File: config.mk
export PLATFORM = sky130hd
export DESIGN_NAME = pifo_buf_alloc_flat
export DESIGN_NICKNAME = d
export VERILOG_FILES = /design/src/rtl/pifo_buf_alloc_if.sv /design/src/rtl/pifo_buf_alloc.sv /design/src/flat_wrapper.sv
export SDC_FILE = /design/constraint.sdc
export NUM_CORES = 1
export LEC_CHECK = 0
export ABC_AREA = 0
export CORE_MARGIN = 4
export CORE_UTILIZATION = 40
export DETAILED_ROUTE_END_ITERATION = 8
export GPL_ROUTABILITY_DRIVEN = 0
export PLACE_DENSITY = 0.83
export SETUP_SLACK_MARGIN = 0.4
export SKIP_LAST_GASP = 1
export SLEW_MARGIN = 5
export SYNTH_ARGS = -nofsm -noshare
export SYNTH_HDL_FRONTEND = slang
export SYNTH_SLANG_ARGS = --single-unit
export TNS_END_PERCENT = 100
File: constraint.sdc
create_clock -name w__init_clk -period 3.6 [get_ports w__init_clk]
set_clock_uncertainty 0.05 [all_clocks]
set_input_delay 0.36 -clock w__init_clk [delete_from_list [all_inputs] [get_ports w__init_clk]]
set_output_delay 0.36 -clock w__init_clk [all_outputs]
set_load 0.005 [all_outputs]
File: src/rtl/pifo_buf_alloc_if.sv
// Handshake bundle between the PIFO buffer allocator, its requesters and the address free list.
// The slave modport is the allocator's view; the master modport is the surrounding logic's view.
interface pifo_buf_alloc_if #(
  parameter int unsigned ADDR_WIDTH = 64,
  parameter int unsigned CNT_WIDTH  = 2
);
  logic                  o__alloc_valid;
  logic [ADDR_WIDTH-1:0] o__alloc_addr;
  logic                  i__alloc_ready;
  logic                  i__free_valid;
  logic [ADDR_WIDTH-1:0] i__free_addr;
  logic                  o__free_ready;
  logic                  i__fl_out_valid;
  logic [ADDR_WIDTH-1:0] i__fl_out_data;
  logic                  o__fl_out_ready;
  logic                  o__fl_in_valid;
  logic [ADDR_WIDTH-1:0] o__fl_in_data;
  logic                  i__fl_in_ready;
  logic [CNT_WIDTH-1:0]  o__occupancy;
  logic                  o__err_double_free;
  logic                  o__err_bad_addr;

  modport slave (
    output o__alloc_valid, o__alloc_addr, o__free_ready, o__fl_out_ready,
           o__fl_in_valid, o__fl_in_data, o__occupancy, o__err_double_free, o__err_bad_addr,
    input  i__alloc_ready, i__free_valid, i__free_addr, i__fl_out_valid, i__fl_out_data,
           i__fl_in_ready
  );

  modport master (
    input  o__alloc_valid, o__alloc_addr, o__free_ready, o__fl_out_ready,
           o__fl_in_valid, o__fl_in_data, o__occupancy, o__err_double_free, o__err_bad_addr,
    output i__alloc_ready, i__free_valid, i__free_addr, i__fl_out_valid, i__fl_out_data,
           i__fl_in_ready
  );
endinterface

File: src/rtl/pifo_buf_alloc.sv
// Buffer-address allocator between the free-list FIFO and the PIFO enqueue path: prefetches
// free addresses, returns freed ones, and tracks the allocated bitmap, occupancy and free errors.
module pifo_buf_alloc #(
  parameter int unsigned     DEPTH      = 3,
  parameter longint unsigned INIT_VAL   = 0,
  parameter int unsigned     ADDR_WIDTH = 64,
  parameter int unsigned     CNT_WIDTH  = $clog2(DEPTH + 1)
) (
  input logic             w__init_clk,
  input logic             reset,
  pifo_buf_alloc_if.slave bus
);

  typedef enum logic {
    WAIT_FL = 1'b0,
    RUN     = 1'b1
  } state_t;

  localparam logic [ADDR_WIDTH-1:0] BASE = ADDR_WIDTH'(INIT_VAL);

  state_t                r_state;
  logic                  r_pf_valid;
  logic [ADDR_WIDTH-1:0] r_pf_data;
  logic                  r_ret_valid;
  logic [ADDR_WIDTH-1:0] r_ret_data;
  logic [DEPTH-1:0]      r_bitmap;
  logic [CNT_WIDTH-1:0]  r_occ;
  logic                  r_err_double_free;
  logic                  r_err_bad_addr;

  logic                  w_run;
  logic                  w_fl_out_ready;
  logic                  w_pop;
  logic                  w_alloc_fire;
  logic                  w_free_ready;
  logic                  w_free_fire;
  logic [ADDR_WIDTH-1:0] w_alloc_idx;
  logic [ADDR_WIDTH-1:0] w_free_idx;
  logic                  w_free_in_range;
  logic                  w_free_hit;
  logic                  w_free_good;
  logic [DEPTH-1:0]      w_alloc_onehot;
  logic [DEPTH-1:0]      w_free_onehot;

  assign w_run          = (r_state == RUN);
  assign w_fl_out_ready = w_run && (!r_pf_valid || bus.i__alloc_ready);
  assign w_pop          = bus.i__fl_out_valid && w_fl_out_ready;
  assign w_alloc_fire   = r_pf_valid && bus.i__alloc_ready;
  assign w_free_ready   = w_run && (!r_ret_valid || bus.i__fl_in_ready);
  assign w_free_fire    = bus.i__free_valid && w_free_ready;

  // Unsigned subtraction: addresses below the base wrap to huge indices and fail the range test.
  assign w_alloc_idx     = r_pf_data - BASE;
  assign w_free_idx      = bus.i__free_addr - BASE;
  assign w_free_in_range = (w_free_idx < ADDR_WIDTH'(DEPTH));

  // NOTE: every always_comb output gets a default first so no path can infer a latch.
  always_comb begin
    w_alloc_onehot = '0;
    w_free_onehot  = '0;
    for (int i = 0; i < int'(DEPTH); i++) begin
      w_alloc_onehot[i] = (w_alloc_idx == ADDR_WIDTH'(i));
      w_free_onehot[i]  = (w_free_idx == ADDR_WIDTH'(i));
    end
  end

  assign w_free_hit  = |(r_bitmap & w_free_onehot);
  assign w_free_good = w_free_fire && w_free_in_range && w_free_hit;

  assign bus.o__alloc_valid     = r_pf_valid;
  assign bus.o__alloc_addr      = r_pf_data;
  assign bus.o__free_ready      = w_free_ready;
  assign bus.o__fl_out_ready    = w_fl_out_ready;
  assign bus.o__fl_in_valid     = r_ret_valid;
  assign bus.o__fl_in_data      = r_ret_data;
  assign bus.o__occupancy       = r_occ;
  assign bus.o__err_double_free = r_err_double_free;
  assign bus.o__err_bad_addr    = r_err_bad_addr;

  // NOTE: sequential state uses non-blocking assignments so all registers update off the same edge.
  always_ff @(posedge w__init_clk) begin
    if (reset) begin
      r_state           <= WAIT_FL;
      r_pf_valid        <= 1'b0;
      r_pf_data         <= '0;
      r_ret_valid       <= 1'b0;
      r_ret_data        <= '0;
      // NOTE: the bitmap is small flop state, not RAM, so it is cleared by reset.
      r_bitmap          <= '0;
      r_occ             <= '0;
      r_err_double_free <= 1'b0;
      r_err_bad_addr    <= 1'b0;
    end else begin
      // The free list holds valid low while it initialises; first valid means it is ready.
      if (r_state == WAIT_FL && bus.i__fl_out_valid) r_state <= RUN;

      if (w_pop) begin
        r_pf_valid <= 1'b1;
        r_pf_data  <= bus.i__fl_out_data;
      end else if (w_alloc_fire) begin
        r_pf_valid <= 1'b0;
      end

      if (w_free_good) begin
        r_ret_valid <= 1'b1;
        r_ret_data  <= bus.i__free_addr;
      end else if (bus.i__fl_in_ready) begin
        r_ret_valid <= 1'b0;
      end

      // Alloc and free indices never collide: the prefetched address is always unallocated.
      r_bitmap <= (r_bitmap | ({DEPTH{w_alloc_fire}} & w_alloc_onehot))
                & ~({DEPTH{w_free_good}} & w_free_onehot);

      if (w_alloc_fire && !w_free_good)      r_occ <= r_occ + CNT_WIDTH'(1);
      else if (!w_alloc_fire && w_free_good) r_occ <= r_occ - CNT_WIDTH'(1);

      if (w_free_fire && !w_free_in_range)               r_err_bad_addr    <= 1'b1;
      if (w_free_fire && w_free_in_range && !w_free_hit) r_err_double_free <= 1'b1;
    end
  end

endmodule

File: src/flat_wrapper.sv
// flat-port wrapper written by rule: the top's interface ports become plain ports
module pifo_buf_alloc_flat 
#(
  parameter int unsigned     DEPTH      = 3,
  parameter longint unsigned INIT_VAL   = 0,
  parameter int unsigned     ADDR_WIDTH = 64,
  parameter int unsigned     CNT_WIDTH  = $clog2(DEPTH + 1)
)
  (w__init_clk, reset, bus_o__alloc_valid, bus_o__alloc_addr, bus_o__free_ready, bus_o__fl_out_ready, bus_o__fl_in_valid, bus_o__fl_in_data, bus_o__occupancy, bus_o__err_double_free, bus_o__err_bad_addr, bus_i__alloc_ready, bus_i__free_valid, bus_i__free_addr, bus_i__fl_out_valid, bus_i__fl_out_data, bus_i__fl_in_ready);
  pifo_buf_alloc_if #(.ADDR_WIDTH(ADDR_WIDTH), .CNT_WIDTH(CNT_WIDTH)) bus_i ();
  input logic w__init_clk;
  input logic reset;
  output wire logic [$bits(bus_i.o__alloc_valid)-1:0] bus_o__alloc_valid;
  output wire logic [$bits(bus_i.o__alloc_addr)-1:0] bus_o__alloc_addr;
  output wire logic [$bits(bus_i.o__free_ready)-1:0] bus_o__free_ready;
  output wire logic [$bits(bus_i.o__fl_out_ready)-1:0] bus_o__fl_out_ready;
  output wire logic [$bits(bus_i.o__fl_in_valid)-1:0] bus_o__fl_in_valid;
  output wire logic [$bits(bus_i.o__fl_in_data)-1:0] bus_o__fl_in_data;
  output wire logic [$bits(bus_i.o__occupancy)-1:0] bus_o__occupancy;
  output wire logic [$bits(bus_i.o__err_double_free)-1:0] bus_o__err_double_free;
  output wire logic [$bits(bus_i.o__err_bad_addr)-1:0] bus_o__err_bad_addr;
  input wire logic [$bits(bus_i.i__alloc_ready)-1:0] bus_i__alloc_ready;
  input wire logic [$bits(bus_i.i__free_valid)-1:0] bus_i__free_valid;
  input wire logic [$bits(bus_i.i__free_addr)-1:0] bus_i__free_addr;
  input wire logic [$bits(bus_i.i__fl_out_valid)-1:0] bus_i__fl_out_valid;
  input wire logic [$bits(bus_i.i__fl_out_data)-1:0] bus_i__fl_out_data;
  input wire logic [$bits(bus_i.i__fl_in_ready)-1:0] bus_i__fl_in_ready;
  assign bus_o__alloc_valid = bus_i.o__alloc_valid;
  assign bus_o__alloc_addr = bus_i.o__alloc_addr;
  assign bus_o__free_ready = bus_i.o__free_ready;
  assign bus_o__fl_out_ready = bus_i.o__fl_out_ready;
  assign bus_o__fl_in_valid = bus_i.o__fl_in_valid;
  assign bus_o__fl_in_data = bus_i.o__fl_in_data;
  assign bus_o__occupancy = bus_i.o__occupancy;
  assign bus_o__err_double_free = bus_i.o__err_double_free;
  assign bus_o__err_bad_addr = bus_i.o__err_bad_addr;
  assign bus_i.i__alloc_ready = bus_i__alloc_ready;
  assign bus_i.i__free_valid = bus_i__free_valid;
  assign bus_i.i__free_addr = bus_i__free_addr;
  assign bus_i.i__fl_out_valid = bus_i__fl_out_valid;
  assign bus_i.i__fl_out_data = bus_i__fl_out_data;
  assign bus_i.i__fl_in_ready = bus_i__fl_in_ready;
  pifo_buf_alloc #(.DEPTH(DEPTH), .INIT_VAL(INIT_VAL), .ADDR_WIDTH(ADDR_WIDTH), .CNT_WIDTH(CNT_WIDTH)) u_core (.w__init_clk(w__init_clk), .reset(reset), .bus(bus_i));
endmodule
=== Word level (Yosys, flattened, before mapping) ===
Cells that the tools add are included.

* Word-level logic and storage cells: 55
* ROM bits: 0
* Flip-flop bits (word level): 138
* Memory bits (writable): 0
* Bits of input ports: 134
* Output and inout bits: 136
* Bits in latches: 0
* Memories kept: 0

* Reductions and logical operators: 26
* $lt $le $gt $ge: 1
* Add/subtract/negate cells: 2
* Muxes and demuxes: 6
* Shift operators: 0
* Equal/unequal tests: 4
* Multiply operators: 0
* Div/mod/pow operators: 0
* Bitwise gates (word level): 7

{| class="wikitable"
|+ Operators by type and width
! cell !! count
|-
| equality test 64 x 1 -> 1 bit, second input constant || 2
|-
| equality test 64 x 2 -> 1 bit, second input constant || 2
|-
| logical NOT 64 bit || 2
|-
| less-than comparator 64 x 2 -> 1 bit, second input constant || 1
|-
| AND 3 bit || 4
|-
| logical AND 1 bit || 12
|-
| logical NOT 1 bit || 6
|-
| nonzero test 2 bit || 3
|-
| two-way mux 1 bit || 4
|-
| two-way mux 2 bit || 2
|-
| inverter 3 bit || 1
|-
| OR 3 bit || 1
|-
| OR reduction 3 bit || 1
|-
| adder 2 x 1 -> 2 bit, second input constant || 1
|-
| logical OR 1 bit || 2
|-
| subtractor 2 x 1 -> 2 bit, second input constant || 1
|-
| inverter 1 bit || 1
|}

=== Depth between registers and ports, before layout ===
Gate-level depths: netlist of run 1.

* Depth in word-level cells: 9
* Mapped depth: 9
* Gate-level depth less buffers: 8

=== Worst setup path before layout of run 1 ===
OpenSTA, ideal clock, no wires.

* Path type: input -> register
* Start: input port bus_i__free_addr[22]
* End: register u_core.r_occ[1] (netlist: u_core.bus.o__occupancy[1])
* Arrival time: 2.175 ns
* Library setup time: 0.070 ns
* Path buffers: 1
* Data required time: 3.480 ns
* Stages: 8
* Setup slack: 1.304 ns
* Path through: nor4_1 -> nand4_1 -> nor4_4 -> buf_6 -> nand2_1 -> ha_1 -> or3_1 -> a21oi_1

* Word-level cells in the longest chain between the ends: 7
* Elaborated cells between the ends (all ways): 13
* Classes of those cells: order compare: 1; eq/ne: 2; mux: 1; bitwise: 1; reduce/logical: 8

{| class="wikitable"
|+ Ends and longest elaborated chain
! element !! line !! RTL
|-
| start, declared || flat_wrapper.sv:24 || <nowiki>input wire logic [$bits(bus_i.i__free_addr)-1:0] bus_i__free_addr;</nowiki>
|-
| parallel branches: the longest is 3 deep, another holds less-than comparator 64 x 2 -> 1 bit || n/a ||
|-
| logical AND 1 bit * || pifo_buf_alloc.sv:68 || <nowiki>assign w_free_good = w_free_fire && w_free_in_range && w_free_hit;</nowiki>
|-
| logical NOT 1 bit || pifo_buf_alloc.sv:115 || <nowiki>if (w_alloc_fire && !w_free_good) r_occ <= r_occ + CNT_WIDTH'(1);</nowiki>
|-
| logical AND 1 bit || pifo_buf_alloc.sv:115 ||
|-
| two-way mux 2 bit / nonzero test 2 bit (equally long branches) || n/a ||
|-
| end signal, assigned || pifo_buf_alloc.sv:115 ||
|-
| end signal, assigned || pifo_buf_alloc.sv:116 || <nowiki>else if (!w_alloc_fire && w_free_good) r_occ <= r_occ - CNT_WIDTH'(1);</nowiki>
|-
| end, declared || pifo_buf_alloc.sv:27 || <nowiki>logic [CNT_WIDTH-1:0] r_occ;</nowiki>
|}

Mark *: on every way between the ends.
A chain may end at the register's enable or synchronous reset.

=== Final worst setup path of run 1 ===
* Start: input port bus_i__free_addr[35]
* End: register u_core.r_occ[1] (netlist: u_core.bus.o__occupancy[1])

Same word-level chain as after synthesis.

==> summary.txt, run 1 <==
Placement
  • Dpl cell area: 7601 um2
  • DP HPWL: 11590 um
  • Dpl ws: 677.3 ps
  • Number of port buffers: 269
  • DP Cell Count: 913

Global routing
  • First-pass GRT wire length: 23820 um
  • Initial antenna violation count: 0
  • Gr usage total: about a fifth
  • Grt ovf: 0
  • Pin count of the biggest net entering global routing: 63
  • Vias in the first global route: 4575

Logic synthesis
  • Post-synth top area cell: dfxtp_1
  • Yosys top cell area share: between 50 and 60%
  • Mean post-synth cell area: 9.301 um2
  • Synth warn: 0
  • Ranking of synthesized cells by area: dfxtp_1, nand2_1, a21oi_1
  • Prevailing post-synth register cell: dfxtp_1
  • FF+latch count, synth: 138
  • Cell Area, Synth: 4865 um2
  • Ys async rst share: 0%
  • EDFF count, synth: 0
  • Yosys cell types: 36
  • Mapped Nets: 658
  • Post-synthesis sequential area ratio: 56.79%
  • Post-Syn Instances: approximately 520

Outcome
  • Outcome: finished clean

Detailed routing
  • Final ANT Viol Nets: 0
  • Iteration-0 DRC Markers: ~320
  • DR vias: ~4600
  • Vias per inst: 4.859
  • Routed length per instance: 16.09 um
  • Drc violations: 0
  • DRT Pass-1 Iters: 5
  • DRT Wirelength: 15200 um

Timing
  • Max-slew violations: 0
  • Tightest Pin Transition: 716.4 ps
  • Tmin final: 2498 ps
  • RSZ-0062 raised after global routing: no
  • Peak Freq: 0.4004 GHz
  • Final setup viols: 0
  • Final Hold Viols: 0
  • Part of the cycle the worst path needs: 69.38%
  • Post-route setup TNS: 0 ps
  • Final worst slack: 1102 ps
  • Slew HR: between 50% and 60%

Critical path
  • Reg2reg start: u_core.bus.o__fl_in_valid
  • Reg2reg setup slack: 1540 ps
  • Slowest stage delay, CP: between 400 and 500 ps
  • CP Cell Sequence: clkdlybuf4s50_1 > nor4_1 > nand4_1 > nor4_4 > buf_4 > nand2_1 > ha_1 > or3_1 > a21oi_1
  • Register-to-Register Path Depth: 7
  • Crit Path Max Fanout: 11
  • CP Data Required Time: a little under 4000 ps
  • CP Class: in -> reg
  • Crit path max-delay family: simple AND/OR/NAND/NOR gates
  • Reg-to-reg endpoint: u_core.bus.o__occupancy[1]
  • Worst Setup End Kind: register
  • CP Depth: 9
  • Worst Path Buf+Inv: 2
  • Worst Setup Start Kind: primary input
  • Slowest library cell on the worst path: clkdlybuf4s50_1
  • WP data arrival: 2780 ps

Worst hold path
  • Hold Path Sink: u_core.bus.o__fl_in_data[63]
  • Hold Startpoint: u_core.bus.o__fl_in_data[63]
  • WHS Path Cells: 1
  • Hold Crit Class: reg -> reg

Layout
  • Area grow syn2layout: 68.98%
  • Design area: 8220 um2
  • FILL cells: 920
  • Number of antenna diodes: 0
  • Commonest non-fill, non-tap cells in the layout: clkdlybuf4s50_1, nand2_1, dfxtp_1, a21oi_1, and2_4
  • Commonest non-fill, non-tap cell in the layout: clkdlybuf4s50_1
  • Final #Nets: 920
  • Non-Filler Instances: about 950
  • Share of layout cells above drive strength 1: between 10% and 20%

Flow run
  • Max-Cap Viols: 0

Power and ir drop
  • LEAKAGE: around 3.1 nW
  • PwrDens: 457.4 nW/um2
  • Design Power: 3.760 mW
  • VDD IR max: 0.3657 mV

Clock network
  • Setup bufs post-CTS: 0
  • Reg clk slew, reported paths: ~50 ps
  • # clock sinks: approximately 140
  • Number of H-tree levels: 4
  • Post-CTS sizing: 0
  • Skew-Pair Late Insertion Delay: between 400 and 500 ps
  • CTS Hold Bufs: 0
  • TritonCTS buffer count: 17
  • TritonCTS clock tree: done
  • Clock Tree Buf Depth: 2
  • Root buffer cell: clkbuf_16

Floorplan
  • Row Count: 40
  • Die height: between 100 and 150 um
  • Ports: 270
  • Total core area: 11960 um2
  • Die Wd: approximately 120 um
  • Initial Utilization: 40.67%
  • Die area: 13990 um2
## metal layers
layer | share of wire [%] | vias up | track usage, %
met5 | 0 | - | 0
met4 | 2.0 | 0 | 8.205
met3 | 8.5 | 28 | 8.804
met2 | 48 | 189 | 34.69
met1 | 42 | 2103 | 24.62
li1 | - | 2272 | -
## cells in the mapped netlist (6+ instances only)
library cell  count
dfxtp_1         138
clkbuf_1         18
buf_6             7
a21oi_1          75
buf_2             6
nor2_1            8
and2_4           41
nand2_1         139
and2_1           22
nor4_1           30
nand4_1           6
## cell type report
cell class	instances	area, um2	share of cell area, %
clock buffers	22	454.2	5.525
well taps	147	183.9	2.237
multi-input cells	352	1922	23.38
repair buffers	274	2725	33.15
flip-flops and latches	138	2763	33.61
clock inverters	10	165.2	2.009
inverters	2	7.507	0.09132
## registers in the layout (all words and copies together) (netlist names)
name,flops
u_core.bus.o__alloc_addr,64
u_core.bus.o__fl_in_data,64
u_core.r_bitmap,3
u_core.bus.o__occupancy,2
u_core.bus.o__alloc_valid,1
u_core.bus.o__err_bad_addr,1
u_core.bus.o__err_double_free,1
u_core.bus.o__fl_in_valid,1
u_core.r_state,1
## cell families after synthesis
logic type / after synthesis / synth area share, %
DFF: 138 / 56.79
and+or+nand+nor: 264 / 29.24
buffers and inverters: 33 / 3.781
adders and majority gates: 1 / 0.2572
xor gates and xnor gates: 2 / 0.3601
AOI/OAI and AO/OA: 83 / 9.156
muxes: 2 / 0.4115
## stage by stage
| step | utilization [%] | hold slack [ps] |
|---|---|---|
| global route | 68.72 | 426.6 |
| global placement | 63.55 | 391.8 |
| floorplan | - | 378.3 |
| finish | 68.72 | 404.4 |
| CTS | 68.72 | 401.9 |
| detailed placement | 63.55 | 392.7 |
## where the power goes
group          leakage (nW)  switching, mW  internal, mW
clock network         0.291          0.635          1.18
registers              1.12         0.0269          1.56
logic                  1.64          0.136         0.221
## worst max path at each step
stage                            endpoint                  from
2_1_floorplan  u_core.bus.o__occupancy[1]  bus_i__free_addr[22]
3_3_place_gp   u_core.bus.o__occupancy[1]  bus_i__free_addr[35]
3_5_place_dp   u_core.bus.o__occupancy[1]  bus_i__free_addr[35]
4_1_cts        u_core.bus.o__occupancy[1]  bus_i__free_addr[35]
5_1_grt        u_core.bus.o__occupancy[1]  bus_i__free_addr[35]
6_report       u_core.bus.o__occupancy[1]  bus_i__free_addr[35]
No activity file was read; power rests on OpenSTA's default activity.
==> run 2: changes to the inputs <==
--- a/config.mk
+++ b/config.mk
@@ -7,10 +7,10 @@
 export LEC_CHECK = 0
 export ABC_AREA = 0
 export CORE_MARGIN = 4
-export CORE_UTILIZATION = 40
+export CORE_UTILIZATION = 38
 export DETAILED_ROUTE_END_ITERATION = 8
 export GPL_ROUTABILITY_DRIVEN = 0
-export PLACE_DENSITY = 0.83
+export PLACE_DENSITY = 0.79
 export SETUP_SLACK_MARGIN = 0.4
 export SKIP_LAST_GASP = 1
 export SLEW_MARGIN = 5
==> constraint.sdc (replaced) <==
create_clock -name w__init_clk -period 2.35 [get_ports w__init_clk]
set_clock_uncertainty 0.05 [all_clocks]
set_input_delay 0.235 -clock w__init_clk [delete_from_list [all_inputs] [get_ports w__init_clk]]
set_output_delay 0.235 -clock w__init_clk [all_outputs]
set_load 0.005 [all_outputs]
==> summary.txt, run 2 (synthesized netlist as in run 1, its figures left out) <==
Outcome
  • Outcome: finished clean (unchanged)

Power and ir drop
  • LEAKAGE: 3.263 nW (was 3.053 nW)
  • VDD IR max: 0.4923 mV (was 0.3657 mV)
  • PwrDens: 691.4 nW/um2 (was 457.4 nW/um2)

Layout
  • Commonest non-fill, non-tap cells in the layout: clkdlybuf4s50_1, dfxtp_1, nand2_1, a21oi_1, dlygate4sd2_1 (was clkdlybuf4s50_1, nand2_1, dfxtp_1, a21oi_1, and2_4)
  • Area grow syn2layout: 72.87% (was 68.98%)
  • Layout Utilization: 66.91% (was 68.72%)
  • Final #Nets: 926 (was 920)
  • Share of layout cells above drive strength 1: 12.94% (was 10.40%)
  • Commonest non-fill, non-tap cell in the layout: clkdlybuf4s50_1 (unchanged)
  • Number of antenna diodes: 0 (unchanged)

Clock network
  • TritonCTS buffer count: 17 (unchanged)
  • Skew-Pair Late Insertion Delay: 410 ps (about the same)
  • # clock sinks: 138 (unchanged)
  • TritonCTS clock tree: done (unchanged)
  • Number of H-tree levels: 4 (unchanged)
  • Clock Tree Buf Depth: 2 (unchanged)
  • Reg clk slew, reported paths: 60 ps (was 50 ps)
  • Root buffer cell: clkbuf_16 (unchanged)

Global routing
  • M2 GR Usage: 35.19% (was 34.69%)
  • Initial antenna violation count: 0 (unchanged)
  • First-pass GRT wire length: 24110 um (was 23820 um)
  • Pin count of the biggest net entering global routing: 66 (was 63)
  • GRT busiest layer: met2 (unchanged)
  • GR Layer Usage met3: 10.21% (was 8.804%)
  • Grt ovf: 0 (unchanged)
  • Vias in the first global route: 4754 (was 4575)
  • Gr usage total: 20.82% (was 21.17%)
  • GRT met1 Usage: 23.05% (was 24.62%)

Detailed routing
  • Final ANT Viol Nets: 0 (unchanged)
  • Vias per inst: 4.755 (was 4.859)
  • Drc violations: 0 (unchanged)
  • DR vias: 4641 (was 4592)
  • Iteration-0 DRC Markers: 279 (was 323)
  • Routed length per instance: 15.89 um (was 16.09 um)
  • DRT Pass-1 Iters: 5 (unchanged)
  • DRT Wirelength: 15510 um (was 15200 um)

Placement
  • Number of port buffers: 269 (unchanged)
  • DP HPWL: 11300 um (was 11590 um)

Critical path
  • CP Data Required Time: 2650 ps (was 3890 ps)
  • CP Class: in -> reg (unchanged)
  • Register-to-Register Path Depth: 8 (was 7)
  • Crit Path Max Fanout: 2 (was 11)
  • Worst Setup Start Kind: primary input (unchanged)
  • Reg2reg start: u_core.bus.o__fl_in_valid (unchanged)
  • Reg2reg setup slack: 520 ps (was 1540 ps)
  • Worst Setup End Kind: register (unchanged)
  • Reg-to-reg endpoint: u_core.bus.o__occupancy[1] (unchanged)
  • WP data arrival: 2270 ps (was 2780 ps)

Floorplan
  • Die height: 121.1 um (was 118.3 um)
  • Total core area: 12570 um2 (was 11960 um2)
  • Die Wd: 121.1 um (was 118.3 um)
  • Row Count: 41 (was 40)
  • Initial Utilization: 38.71% (was 40.67%)
  • Die area: 14680 um2 (was 13990 um2)
  • Ports: 270 (unchanged)

Timing
  • Max-slew violations: 0 (unchanged)
  • Slew HR: 63.21% (was 52.24%)
  • Peak Freq: approximately 0.5 GHz
  • Part of the cycle the worst path needs: a little over four fifths
  • Tmin final: 1970 ps
  • Final setup viols: 0 (unchanged)
  • Post-route setup TNS: 0 ps (unchanged)
  • Tightest Pin Transition: 546.9 ps (was 716.4 ps)
  • RSZ-0062 raised after global routing: yes (was no)
  • Final Hold Viols: 0 (unchanged)

Flow run
  • Max-Cap Viols: 0 (unchanged)

Worst hold path
  • Hold Crit Class: in -> reg (was reg -> reg)
  • Hold Startpoint: reset (was u_core.bus.o__fl_in_data[63])
  • WHS Path Cells: 2 (was 1)
  • Hold Path Sink: u_core.bus.o__err_double_free (was u_core.bus.o__fl_in_data[63])
-- run 2: changes by cell type in the layout (fill, tap and decap cells not counted), moves of 2 or more --
cell             before  now
clkdlybuf4s50_1     268  218
clkbuf_1              4    0
nor4_2                1    6
inv_6                 2    4
clkinvlp_4            3    1
nor4_1               30   22
buf_12                0    3
dlymetal6s2s_1        0    7
buf_4                 5    8
nor4_4                1    4
dlygate4sd2_1         0   43
clkinv_2              1    4
-- run 2: final cells by class --
type	instances	area, um2
clock inverters	14	191.4
fillers	1027	4159
well taps	172	215.2
clock buffers	18	439.2
inverters	2	7.507
repair buffers	280	2771
multi-input cells	352	2022
flip-flops and latches	138	2763
-- run 2: power breakdown --
part / internal, mW / leakage, nW / switching [mW]
logic: 0.326 / 1.83 / 0.222
registers: 2.39 / 1.12 / 0.0446
clock network: 1.81 / 0.311 / 1.02
-- run 2: critical path: stages --
cell             delay, ps
clkdlybuf4s50_1        420
nor4_2                 240
nand4_1                170
nor4_4                 310
nand2_4                 90
ha_4                   170
xor2_1                 140
or3_1                  340
a21oi_2                140
-- run 2: repair_timing --
action	in CTS	in global routing
resized for setup	45	10
hold endpoints to repair	0	0
setup endpoints to repair	3	55
setup buffers	0	1
pin swaps	20	7
hold buffers	0	0
-- run 2: per-layer routing --
metal,wire length (um),vias up
li1,-,2279
met4,291,0
met3,1634,25
met1,6093,2142
met5,0,-
met2,7491,195
-- run 2: how the worst max path moves through the flow --
stage | from | to | slack [ps] | cells past startpoint
floorplan | bus_i__free_addr[14] | u_core.bus.o__occupancy[1] | 290 | 9
global placement | bus_i__free_addr[3] | u_core.bus.o__occupancy[1] | -70 | 9
detailed placement | bus_i__free_addr[27] | u_core.bus.o__occupancy[1] | -130 | 9
CTS | bus_i__free_addr[25] | u_core.bus.o__occupancy[1] | 400 | 9
global route | bus_i__free_addr[48] | u_core.bus.o__occupancy[1] | 310 | 9
finish | bus_i__free_addr[7] | u_core.bus.o__occupancy[1] | 380 | 9
-- run 2: metrics by stage --
| stage | std cells | setup slack [ps] | total power [mW] | cell area (um2) | hold WS (ps) |
|---|---|---|---|---|---|
| 6_report | 976 | 380.2 | 5.814 | 8409 | 107.8 |
| 5_1_grt | 976 | 311.0 | 6.012 | 8409 | 113.6 |
| 4_1_cts | 975 | 400.2 | 5.860 | 8368 | 89.55 |
| 3_5_place_dp | 943 | -134.3 | 3.054 | 7779 | 395.0 |
| 3_3_place_gp | 943 | -72.77 | 3.043 | 7779 | 391.0 |
| 2_1_floorplan | 523 | 294.2 | 2.658 | 4936 | 300.8 |
